===== src/rtl/div_top_core_if.sv =====
// Operand/result bundle for div_top_core. With DIV_TOP_DBZ_FLAG_EN defined the
// bundle also carries the divide-by-zero flag dbz.
interface div_top_core_if #(
  parameter int WIDTH = 6
);
  logic             in_valid;
  logic [WIDTH-1:0] a;
  logic [WIDTH-1:0] b;
  logic             out_valid;
  logic [WIDTH-1:0] q;
  logic [WIDTH-1:0] r;
`ifdef DIV_TOP_DBZ_FLAG_EN
  logic             dbz;

  modport master (output in_valid, a, b, input out_valid, q, r, dbz);
  modport slave  (input in_valid, a, b, output out_valid, q, r, dbz);
`else
  modport master (output in_valid, a, b, input out_valid, q, r);
  modport slave  (input in_valid, a, b, output out_valid, q, r);
`endif
endinterface


===== src/rtl/div_top_core.sv =====
// Pipelined restoring unsigned divider, one quotient bit per stage, MSB first.
// Optional DIV_TOP_DBZ_FLAG_EN adds a pipelined divide-by-zero flag (bus.dbz).
module div_top_core #(
  parameter int WIDTH = 6
) (
  input logic         clk,
  input logic         rst,
  div_top_core_if.slave bus
);

  // Stored remainders are always below 2^WIDTH; the guard bit lives in the trial.
  // dq holds unconsumed dividend bits at the top and resolved quotient bits below.
  logic [WIDTH-1:0] vld_r;
  logic [WIDTH-1:0] rem_r [WIDTH];
  logic [WIDTH-1:0] dq_r  [WIDTH];
  logic [WIDTH-1:0] div_r [WIDTH-1];

  logic [WIDTH-1:0] src_rem_s [WIDTH];
  logic [WIDTH-1:0] src_dq_s  [WIDTH];
  logic [WIDTH-1:0] src_div_s [WIDTH];
  logic [WIDTH-1:0] nxt_rem_s [WIDTH];
  logic [WIDTH-1:0] nxt_dq_s  [WIDTH];

  logic             out_valid_r;
  logic [WIDTH-1:0] q_r;
  logic [WIDTH-1:0] r_r;

`ifdef DIV_TOP_DBZ_FLAG_EN
  logic [WIDTH-1:0] zf_r;
  logic             dbz_r;
`endif

  function automatic logic [2*WIDTH-1:0] div_step(
    input logic [WIDTH-1:0] rem,
    input logic [WIDTH-1:0] dq,
    input logic [WIDTH-1:0] div
  );
    logic [WIDTH:0] trial_s;
    trial_s = {rem, dq[WIDTH-1]};
    // A successful trial leaves a difference below div, so WIDTH-bit subtraction is exact.
    if (trial_s >= {1'b0, div}) begin
      return {trial_s[WIDTH-1:0] - div, dq[WIDTH-2:0], 1'b1};
    end else begin
      return {trial_s[WIDTH-1:0], dq[WIDTH-2:0], 1'b0};
    end
  endfunction

  // Stage inputs and next-state values for every stage.
  always_comb begin
    src_rem_s[0] = '0;
    src_dq_s[0]  = bus.a;
    src_div_s[0] = bus.b;
    for (int s = 1; s < WIDTH; s++) begin
      src_rem_s[s] = rem_r[s-1];
      src_dq_s[s]  = dq_r[s-1];
      src_div_s[s] = div_r[s-1];
    end
    for (int s = 0; s < WIDTH; s++) begin
      {nxt_rem_s[s], nxt_dq_s[s]} = div_step(src_rem_s[s], src_dq_s[s], src_div_s[s]);
    end
  end

  // Pipeline stage registers; a bubble only clears the stage valid bit.
  always_ff @(posedge clk) begin
    if (rst) begin
      vld_r <= '0;
      for (int s = 0; s < WIDTH; s++) begin
        rem_r[s] <= '0;
        dq_r[s]  <= '0;
      end
      for (int s = 0; s < WIDTH-1; s++) begin
        div_r[s] <= '0;
      end
`ifdef DIV_TOP_DBZ_FLAG_EN
      zf_r <= '0;
`endif
    end else begin
      vld_r <= {vld_r[WIDTH-2:0], bus.in_valid};
      for (int s = 0; s < WIDTH; s++) begin
        rem_r[s] <= nxt_rem_s[s];
        dq_r[s]  <= nxt_dq_s[s];
      end
      for (int s = 0; s < WIDTH-1; s++) begin
        div_r[s] <= src_div_s[s];
      end
`ifdef DIV_TOP_DBZ_FLAG_EN
      zf_r <= {zf_r[WIDTH-2:0], (bus.b == '0)};
`endif
    end
  end

  // Output register: results update only on a valid pulse and hold otherwise.
  always_ff @(posedge clk) begin
    if (rst) begin
      out_valid_r <= 1'b0;
      q_r         <= '0;
      r_r         <= '0;
`ifdef DIV_TOP_DBZ_FLAG_EN
      dbz_r       <= 1'b0;
`endif
    end else begin
      out_valid_r <= vld_r[WIDTH-1];
      if (vld_r[WIDTH-1]) begin
        q_r   <= dq_r[WIDTH-1];
        r_r   <= rem_r[WIDTH-1];
`ifdef DIV_TOP_DBZ_FLAG_EN
        dbz_r <= zf_r[WIDTH-1];
`endif
      end else begin
        q_r   <= q_r;
        r_r   <= r_r;
`ifdef DIV_TOP_DBZ_FLAG_EN
        dbz_r <= dbz_r;
`endif
      end
    end
  end

  assign bus.out_valid = out_valid_r;
  assign bus.q         = q_r;
  assign bus.r         = r_r;
`ifdef DIV_TOP_DBZ_FLAG_EN
  assign bus.dbz       = dbz_r;
`endif

endmodule


===== src/flat_wrapper.sv =====
// flat-port wrapper written by rule: the top's interface ports become plain ports
module div_top_core_flat 
#(
  parameter int WIDTH = 6
)
  (clk, rst, bus_in_valid, bus_a, bus_b, bus_out_valid, bus_q, bus_r);
  div_top_core_if #(.WIDTH(WIDTH)) bus_i ();
  input logic clk;
  input logic rst;
  input wire logic [$bits(bus_i.in_valid)-1:0] bus_in_valid;
  input wire logic [$bits(bus_i.a)-1:0] bus_a;
  input wire logic [$bits(bus_i.b)-1:0] bus_b;
  output wire logic [$bits(bus_i.out_valid)-1:0] bus_out_valid;
  output wire logic [$bits(bus_i.q)-1:0] bus_q;
  output wire logic [$bits(bus_i.r)-1:0] bus_r;
  assign bus_i.in_valid = bus_in_valid;
  assign bus_i.a = bus_a;
  assign bus_i.b = bus_b;
  assign bus_out_valid = bus_i.out_valid;
  assign bus_q = bus_i.q;
  assign bus_r = bus_i.r;
  div_top_core #(.WIDTH(WIDTH)) u_core (.clk(clk), .rst(rst), .bus(bus_i));
endmodule

===== config.mk =====
export PLATFORM = sky130hd
export DESIGN_NAME = div_top_core_flat
export DESIGN_NICKNAME = d
export VERILOG_FILES = /design/src/rtl/div_top_core_if.sv /design/src/rtl/div_top_core.sv /design/src/flat_wrapper.sv
export SDC_FILE = /design/constraint.sdc
export NUM_CORES = 1
export LEC_CHECK = 0
export ABC_AREA = 1
export CORE_AREA = 2 2 88 132
export DETAILED_ROUTE_END_ITERATION = 8
export DIE_AREA = 0 0 90 134
export DONT_BUFFER_PORTS = 1
export GPL_ROUTABILITY_DRIVEN = 0
export PLACE_DENSITY = 0.66
export REMOVE_ABC_BUFFERS = 1
export SETUP_SLACK_MARGIN = 0.15
export SKIP_LAST_GASP = 1
export SYNTH_ARGS = -nofsm -noshare
export SYNTH_HDL_FRONTEND = slang
export SYNTH_SLANG_ARGS = --single-unit

===== constraint.sdc =====
create_clock -name clk -period 1.65 [get_ports clk]
set_clock_uncertainty 0.1 [all_clocks]
set_input_delay 0.33 -clock clk [delete_from_list [all_inputs] [get_ports clk]]
set_output_delay 0.33 -clock clk [all_outputs]
set_load 0.02 [all_outputs]

==> reports/results.txt, run 1 <==
The hold violation count in the final report was 0; the register bit total from synthesis was 121. The run gives 1.87 ns as the arrival time at the worst endpoint. The run gives 0.602 GHz as the achievable frequency.

The leakage power figure came out at 0.00349 uW. The run gives 2 as the buffer depth of the longest clock path. The count of flip-flops with a built-in enable after synthesis was 0; the detailed placer's ending HPWL was 7410 um. In this run the power density over the cells is 1530 nW/um2. Entering global routing, the biggest net connects 50 pins.

The number of failing setup endpoints in the final timing report is 3, and the aggregate negative setup slack is -0.0175 ns. The number of max-slew violations in the final report is 0, and the total I/O pin count is 28. Per-cell routed wire length: 13.5 um. TritonCTS built the clock tree.

Summed over all layers, the global routing overflow is 0. The number of maximum-capacitance constraint violations is 0. The tools report the critical path startpoint category as a flop. Setup repair after global routing could not meet its margin everywhere. The number of antenna repair diodes is 0. The final reports fail on setup timing. From left edge to right edge, the die measures 90 um. By count the netlist is led by sky130_fd_sc_hd__nor2_1 (163), sky130_fd_sc_hd__inv_1 (136), sky130_fd_sc_hd__dfxtp_1 (121).

Of all cell types, the one taking the most synthesized area is sky130_fd_sc_hd__dfxtp_1. The number of global-route vias before repair was 4659; the async set-reset flop share out of synthesis was 0. The initial antenna violation count was 0. The root buffer cell is sky130_fd_sc_hd__clkbuf_16. The dominant cell by count in the synthesized netlist is sky130_fd_sc_hd__nor2_1. The post-route total power was 11500 uW; the clock sink count was 121. The effective utilization at floorplan is 0.485, and the instance area after placement is 5640 um2.

The tools report the total routing resource utilization after global routing as 0.215. In this run the remaining antenna-violating nets after routing total 0. From synthesis to final layout, the design area changed by 40.9%. The tools report the worst relative slew slack as 0.729. In the final design database the tool counted 835 nets. Across the VDD grid, the largest voltage drop is 0.000921 V. The synthesized netlist occupies a cell area of 5300 um2. In the post-synthesis netlist, the biggest area contributors are sky130_fd_sc_hd__dfxtp_1 (46%), sky130_fd_sc_hd__nor2_1 (12%), sky130_fd_sc_hd__inv_1 (9.6%), sky130_fd_sc_hd__ha_1 (8.7%), sky130_fd_sc_hd__nand2_1 (7.3%). The post-route fraction of the period consumed by the critical path works out to 1.01. The flow ran to the end, but the final reports show violations.

Yosys printed 0 warnings. The clock latency on the worst-skew pair came out at 0.42 ns. The run gives 4583 as the total vias in the final route. The type of the worst min-delay path is primary input to flop.

TritonCTS created 17 clock buffers. The tools report the placeable core region as 10900 um2. The first global-routing pass estimated 20600 um of wire. By startpoint and endpoint, the worst setup path is classified as flop to flop. The number of DRC violations after detailed-routing iteration 0 is 198, and the average cell area after synthesis is 7.56 um2. At the pin with the least slew margin, the transition time is 0.405 ns. The largest driver fanout on the critical path was 2. In the synthesized netlist, the number of instances is 701. For the worst setup path, the data required time is 1.86 ns.

CTS built an H-tree with a depth of 4. After clock tree synthesis, the clock-pin slew on the worst setup and hold paths is 0.06 ns. The minimum clock period works out to 1.66 ns. The tools report the full die area as 12100 um2. The netlist uses 31 different library cells. The first detailed-routing pass took 4 iterations. The run gives -0.0115 ns as the worst-case setup margin in the final layout.

The run gives 12600 um as the detailed-route wire length. The die is 134 um tall. After detailed routing, the number of remaining DRC violations is 0. The primary flip-flop cell chosen by synthesis mapping is sky130_fd_sc_hd__dfxtp_1. The share of post-route cells with drive strength above 1 works out to 0.334.

The fraction of post-synthesis cell area in the top cell type by area is 0.457. Fraction of the yosys area taken by sequential cells: 0.457. Summing all non-filler instances in the final layout gives an area of 7470 um2. In this run the core area contains 47 standard-cell rows. The mean number of vias per cell was 4.89; the number of I/O port buffers was 0. The tools report the nature of the critical path endpoint as a flop.
-- through the flow --
step | cells | utilization | hold WS, ns | worst slack [ns]
floorplan | 685 | - | 0.288 | -0.0770
CTS | 930 | 0.649 | 0.0198 | 0.0136
global placement | 861 | 0.515 | 0.289 | -0.0712
global route | 938 | 0.683 | 0.0427 | -0.126
detailed placement | 861 | 0.515 | 0.293 | -0.133
finish | 938 | 0.683 | 0.0256 | -0.0115
-- cell type report --
cell class	count	area, um2
fillers	824	3470
multi-input cells	428	3080
flip-flops and latches	121	2460
repair buffers	70	641
inverters	140	543
clock buffers	17	425
well taps	147	184
clock inverters	15	143
-- layout by cell type (no fill, tap or decap), types with 15 or more instances in the layout --
cell                            synthesis  final
sky130_fd_sc_hd__dlygate4sd3_1          0     24
sky130_fd_sc_hd__clkbuf_16              0     17
sky130_fd_sc_hd__nor2_2                 7     22
sky130_fd_sc_hd__dfxtp_1              121     93
sky130_fd_sc_hd__nor2_1               163    136
sky130_fd_sc_hd__dfxtp_2                0     28
sky130_fd_sc_hd__ha_4                   0     34
sky130_fd_sc_hd__o21ai_0               20     15
sky130_fd_sc_hd__buf_4                  1     37
sky130_fd_sc_hd__nand2_1              103     78
sky130_fd_sc_hd__inv_1                136    116
sky130_fd_sc_hd__inv_2                  4     18
sky130_fd_sc_hd__nand2_2                8     28
-- registers in the layout, indices dropped and copies added (netlist names) --
| signal | cells |
|---|---|
| u_core.div_r | 30 |
| u_core.rem_r | 36 |
| u_core.bus.r | 6 |
| u_core.vld_r | 6 |
| u_core.bus.out_valid | 1 |
| u_core.bus.q | 6 |
| u_core.dq_r | 36 |
-- path summary, 6_finish.rpt --
| kind | from | cells after the start | slack (ns) | endpoint |
|---|---|---|---|---|
| min | bus_b[3] | 2 | 0.03 | u_core.rem_r[0][3] |
| max | u_core.dq_r[3][5] | 10 | -0.01 | u_core.rem_r[4][4] |
| min reg2reg | u_core.dq_r[0][4] | 2 | 0.30 | u_core.dq_r[1][5] |
| max reg2reg | u_core.dq_r[3][5] | 10 | -0.01 | u_core.rem_r[4][4] |
-- cells by family after synthesis --
group	after synthesis	share of synthesized area
compound gates	41	0.0418
xor+xnor	11	0.0182
fa+ha+maj	42	0.106
buf+inv	156	0.114
flops	121	0.457
simple gates	330	0.263
-- critical path, stage by stage (launching register included) --
cell	delay (ns)
sky130_fd_sc_hd__dfxtp_2	0.33
sky130_fd_sc_hd__inv_2	0.05
sky130_fd_sc_hd__ha_4	0.15
sky130_fd_sc_hd__fa_2	0.37
sky130_fd_sc_hd__nand3b_1	0.20
sky130_fd_sc_hd__nand3_1	0.11
sky130_fd_sc_hd__nand2_1	0.05
sky130_fd_sc_hd__nand2_1	0.05
sky130_fd_sc_hd__nand2_1	0.05
sky130_fd_sc_hd__nand2_1	0.05
sky130_fd_sc_hd__nor2_1	0.04
-- power by group --
part	switching (uW)	internal, uW
clock	1500	2000
combinational	2540	1850
sequential	259	3300
total	4300	7160
-- routing by layer --
metal  part of all wire  vias up  global-route usage  wire [um]
li1                   -     2263                   -          -
met1               0.34     2147               0.189       4260
met5                  0        -                   0          0
met3              0.032       52              0.0567        404
met2               0.58      121               0.434       7320
met4              0.050        0               0.115        628
-- repair_timing --
item / CTS / global route
resized for setup: 117 / 88
cloned: 4 / 0
hold buffers: 25 / 0
setup endpoints to repair: 35 / 36
buffers inserted: 8 / 8
hold endpoints to repair: 68 / 0
pin swaps: 48 / 43
Note: power is estimated with default switching activity, not from simulation.
==> run 2, diff against run 1 <==
Settings changed: SLEW_MARGIN set to 5.
==> results of run 2 <==
Final layout, timing and power as in run 1 (identical DEF).
==> run 3, diff against run 2 <==
Settings changed: GPL_ROUTABILITY_DRIVEN 0 to 1, MAX_ROUTING_LAYER set to met4, TNS_END_PERCENT set to 100.
==> reports/results.txt, run 3 (synthesis gave the netlist of run 1 again) <==
The flow ran to the end, but the final reports show violations. The final reports fail on setup timing. The share of post-route cells with drive strength above 1 works out to 0.333 (-0.000421). The cell area power density was 1540 nW/um2 (+0.21%); the hold violation count in the final report was 0 (unchanged). The worst-case setup margin in the final layout was -0.0466 ns (-0.0351 ns); the number of inserted filler cells in the final layout was 840 (+1.9%). The worst relative slew slack is 0.723 (-0.00611).

Largest driver fanout on the critical path: 5 (+3). The slowest stage of the critical path is the sky130_fd_sc_hd__dfxtp_1 cell. The number of nets in the finished design is 842 (+0.84%), and the measured slew at the worst slew-check pin is 0.415 ns (+0.00927 ns). The total routing resource utilization after global routing came out at 0.229 (+0.0135).

The tools report the root buffer cell as sky130_fd_sc_hd__clkbuf_16. The library cells used most frequently in the layout, excluding fill and tap cells, are sky130_fd_sc_hd__nor2_1 (137), sky130_fd_sc_hd__inv_1 (115), sky130_fd_sc_hd__dfxtp_1 (92). The H-tree depth came out at 4 (unchanged). Nature of the critical path endpoint: a flop. The number of antenna-violating nets in the routed design was 0 (unchanged). The tools report the total vias in the final route as 4577 (-0.13%). The post-placement cell count was 862 (+0.12%). The logs give 11600 uW (+0.80%) for the post-route total power and 0 (unchanged) for the number of max-slew violations in the final report.

At the end of routability-driven placement, the weighted congestion stood at 0.888. The post-route fraction of the period consumed by the critical path is 1.03 (+0.0213). The mean number of vias per cell was 4.84 (-0.87%).

The number of I/O port buffers was 0 (unchanged). The filler-free cell count of the finished design was 945 (+0.75%); the leakage power figure was 0.00351 uW (+0.49%). The detailed-route wire length came out at 13000 um (+3.4%). The path class of the tightest hold or removal check is primary input to flop.

The count of TritonRoute iterations in the first routing pass was 4 (unchanged). The effective utilization at floorplan was 0.485 (unchanged). The run gives 0 (unchanged) as the number of antenna repair diodes. The synthesis-to-finish area growth came out at 41.8%. The die height was 134 um (unchanged). The run gives 7460 um (+0.63%) as the detailed placer's ending HPWL. The critical path goes through inv_1, ha_4, nand2_1, nor3_1, nand2_2, nand2_4, inv_4, nor2_1, nor2_2.

The tools report the number of DRC violations after detailed-routing iteration 0 as 218 (+10%). Global-route wire length before repair: 21100 um (+2.1%). TritonCTS built the clock tree. Maximum number of pins on one net before global-route repair: 51 (+2.0%). The largest registers in the layout are u_core.dq_r x36, u_core.rem_r x36, u_core.div_r x30. The per-cell routed wire length works out to 13.8 um (+2.6%).

The number of cell rows is 47 (unchanged). The horizontal die dimension is 90 um (unchanged). Setup repair after global routing could not meet its margin everywhere. The peak ir drop on the vdd network is 0.00101 V (+9.1%). The buffer depth of the longest clock path came out at 2 (unchanged).

The path type of the worst setup path was flop to flop. The initial antenna violation count was 0 (unchanged); the required time of the critical path was 1.86 ns (about the same). Area of all placed cells without fillers: 7510 um2 (+0.59%).

The clock transition at the registers of the reported paths is 0.06 ns (about the same), and the achievable frequency is 0.589 GHz (-2.1%). The run gives 0 (unchanged) as the remaining routing DRC violations. The commonest non-fill, non-tap cell in the layout was sky130_fd_sc_hd__nor2_1.

The number of buffers inserted during clock tree synthesis was 17 (unchanged); the arrival time at the worst endpoint was 1.90 ns (+0.03 ns). The delay of the slowest critical-path stage came out at 0.31 ns (-0.06 ns). The minimum clock period came out at 1.70 ns (+0.0351 ns). For the placeable core region, the log shows 10900 um2 (unchanged). The tools report the critical path startpoint category as a flop.

Number of failing setup endpoints in the final timing report: 5 (+2). The run gives 12100 um2 (unchanged) as the full die area. The total I/O pin count is 28 (unchanged), and the clock latency on the worst-skew pair is 0.42 ns (about the same). The logs give 0 (unchanged) for the number of maximum-capacitance constraint violations and 121 (unchanged) for the clock sink count. The tools report the remaining global-route overflow as 0 (unchanged).

The logs give 4869 (+4.5%) for the number of global-route vias before repair and 5660 um2 (+0.36%) for the instance area after placement.
[run 3: power breakdown]
part           switching [uW]  internal, uW
logic                    2560          1880
clock network            1540          2010
registers                 266          3300
[run 3: cell type report]
class                           instances  area [um2]  share of cell area
Tap cell                              147         184              0.0245
Multi-Input combinational cell        428        3040               0.404
Clock inverter                         15         148              0.0196
Inverter                              140         541              0.0719
Clock buffer                           17         425              0.0566
Sequential cell                       121        2460               0.328
Timing Repair Buffer                   77         714              0.0951
[run 3: worst max-delay path, delay by kind of cell, from the launching register on]
| family | cells | cell delay [ns] |
|---|---|---|
| fa+ha+maj | 1 | 0.29 |
| buf+inv | 2 | 0.12 |
| flops | 1 | 0.31 |
| simple gates | 6 | 0.76 |
[run 3: per-layer routing]
layer | routed length [um] | vias to the layer above | GRT usage
met2 | 7580 | 125 | 0.456
met4 | 602 | 0 | 0.148
met5 | 0 | - | -
met1 | 4390 | 2121 | 0.175
li1 | - | 2272 | -
met3 | 466 | 59 | 0.0601
[run 3: worst paths after layout]
path / startpoint / endpoint / slack [ns] / depth (start not counted)
setup / recovery: u_core.div_r[0][28] / u_core.rem_r[5][3] / -0.05 / 9
hold / removal: bus_a[5] / u_core.rem_r[0][0] / 0.006 / 2
setup reg to reg: u_core.div_r[0][28] / u_core.rem_r[5][3] / -0.05 / 9
hold reg to reg: u_core.dq_r[2][0] / u_core.dq_r[3][1] / 0.30 / 2
[run 3: timing repair]
action,in CTS,in global routing
endpoints found under the hold margin,68,0
buffers inserted,9,12
pin swaps,57,39
endpoints found under the setup margin,35,37
hold buffers,25,0
cloned,5,0
gates resized for setup,129,71
[run 3: stage by stage]
| stage | worst slack [ns] | utilization | hold slack, ns | TNS, ns |
|---|---|---|---|---|
| floorplan | -0.0770 | - | 0.288 | -0.0949 |
| global placement | -0.0787 | 0.517 | 0.289 | -0.524 |
| detailed placement | -0.149 | 0.517 | 0.292 | -1.47 |
| CTS | 0.0168 | 0.656 | 0.00440 | 0 |
| global route | -0.118 | 0.687 | 0.0284 | -1.23 |
| finish | -0.0466 | 0.687 | 0.00631 | -0.0972 |
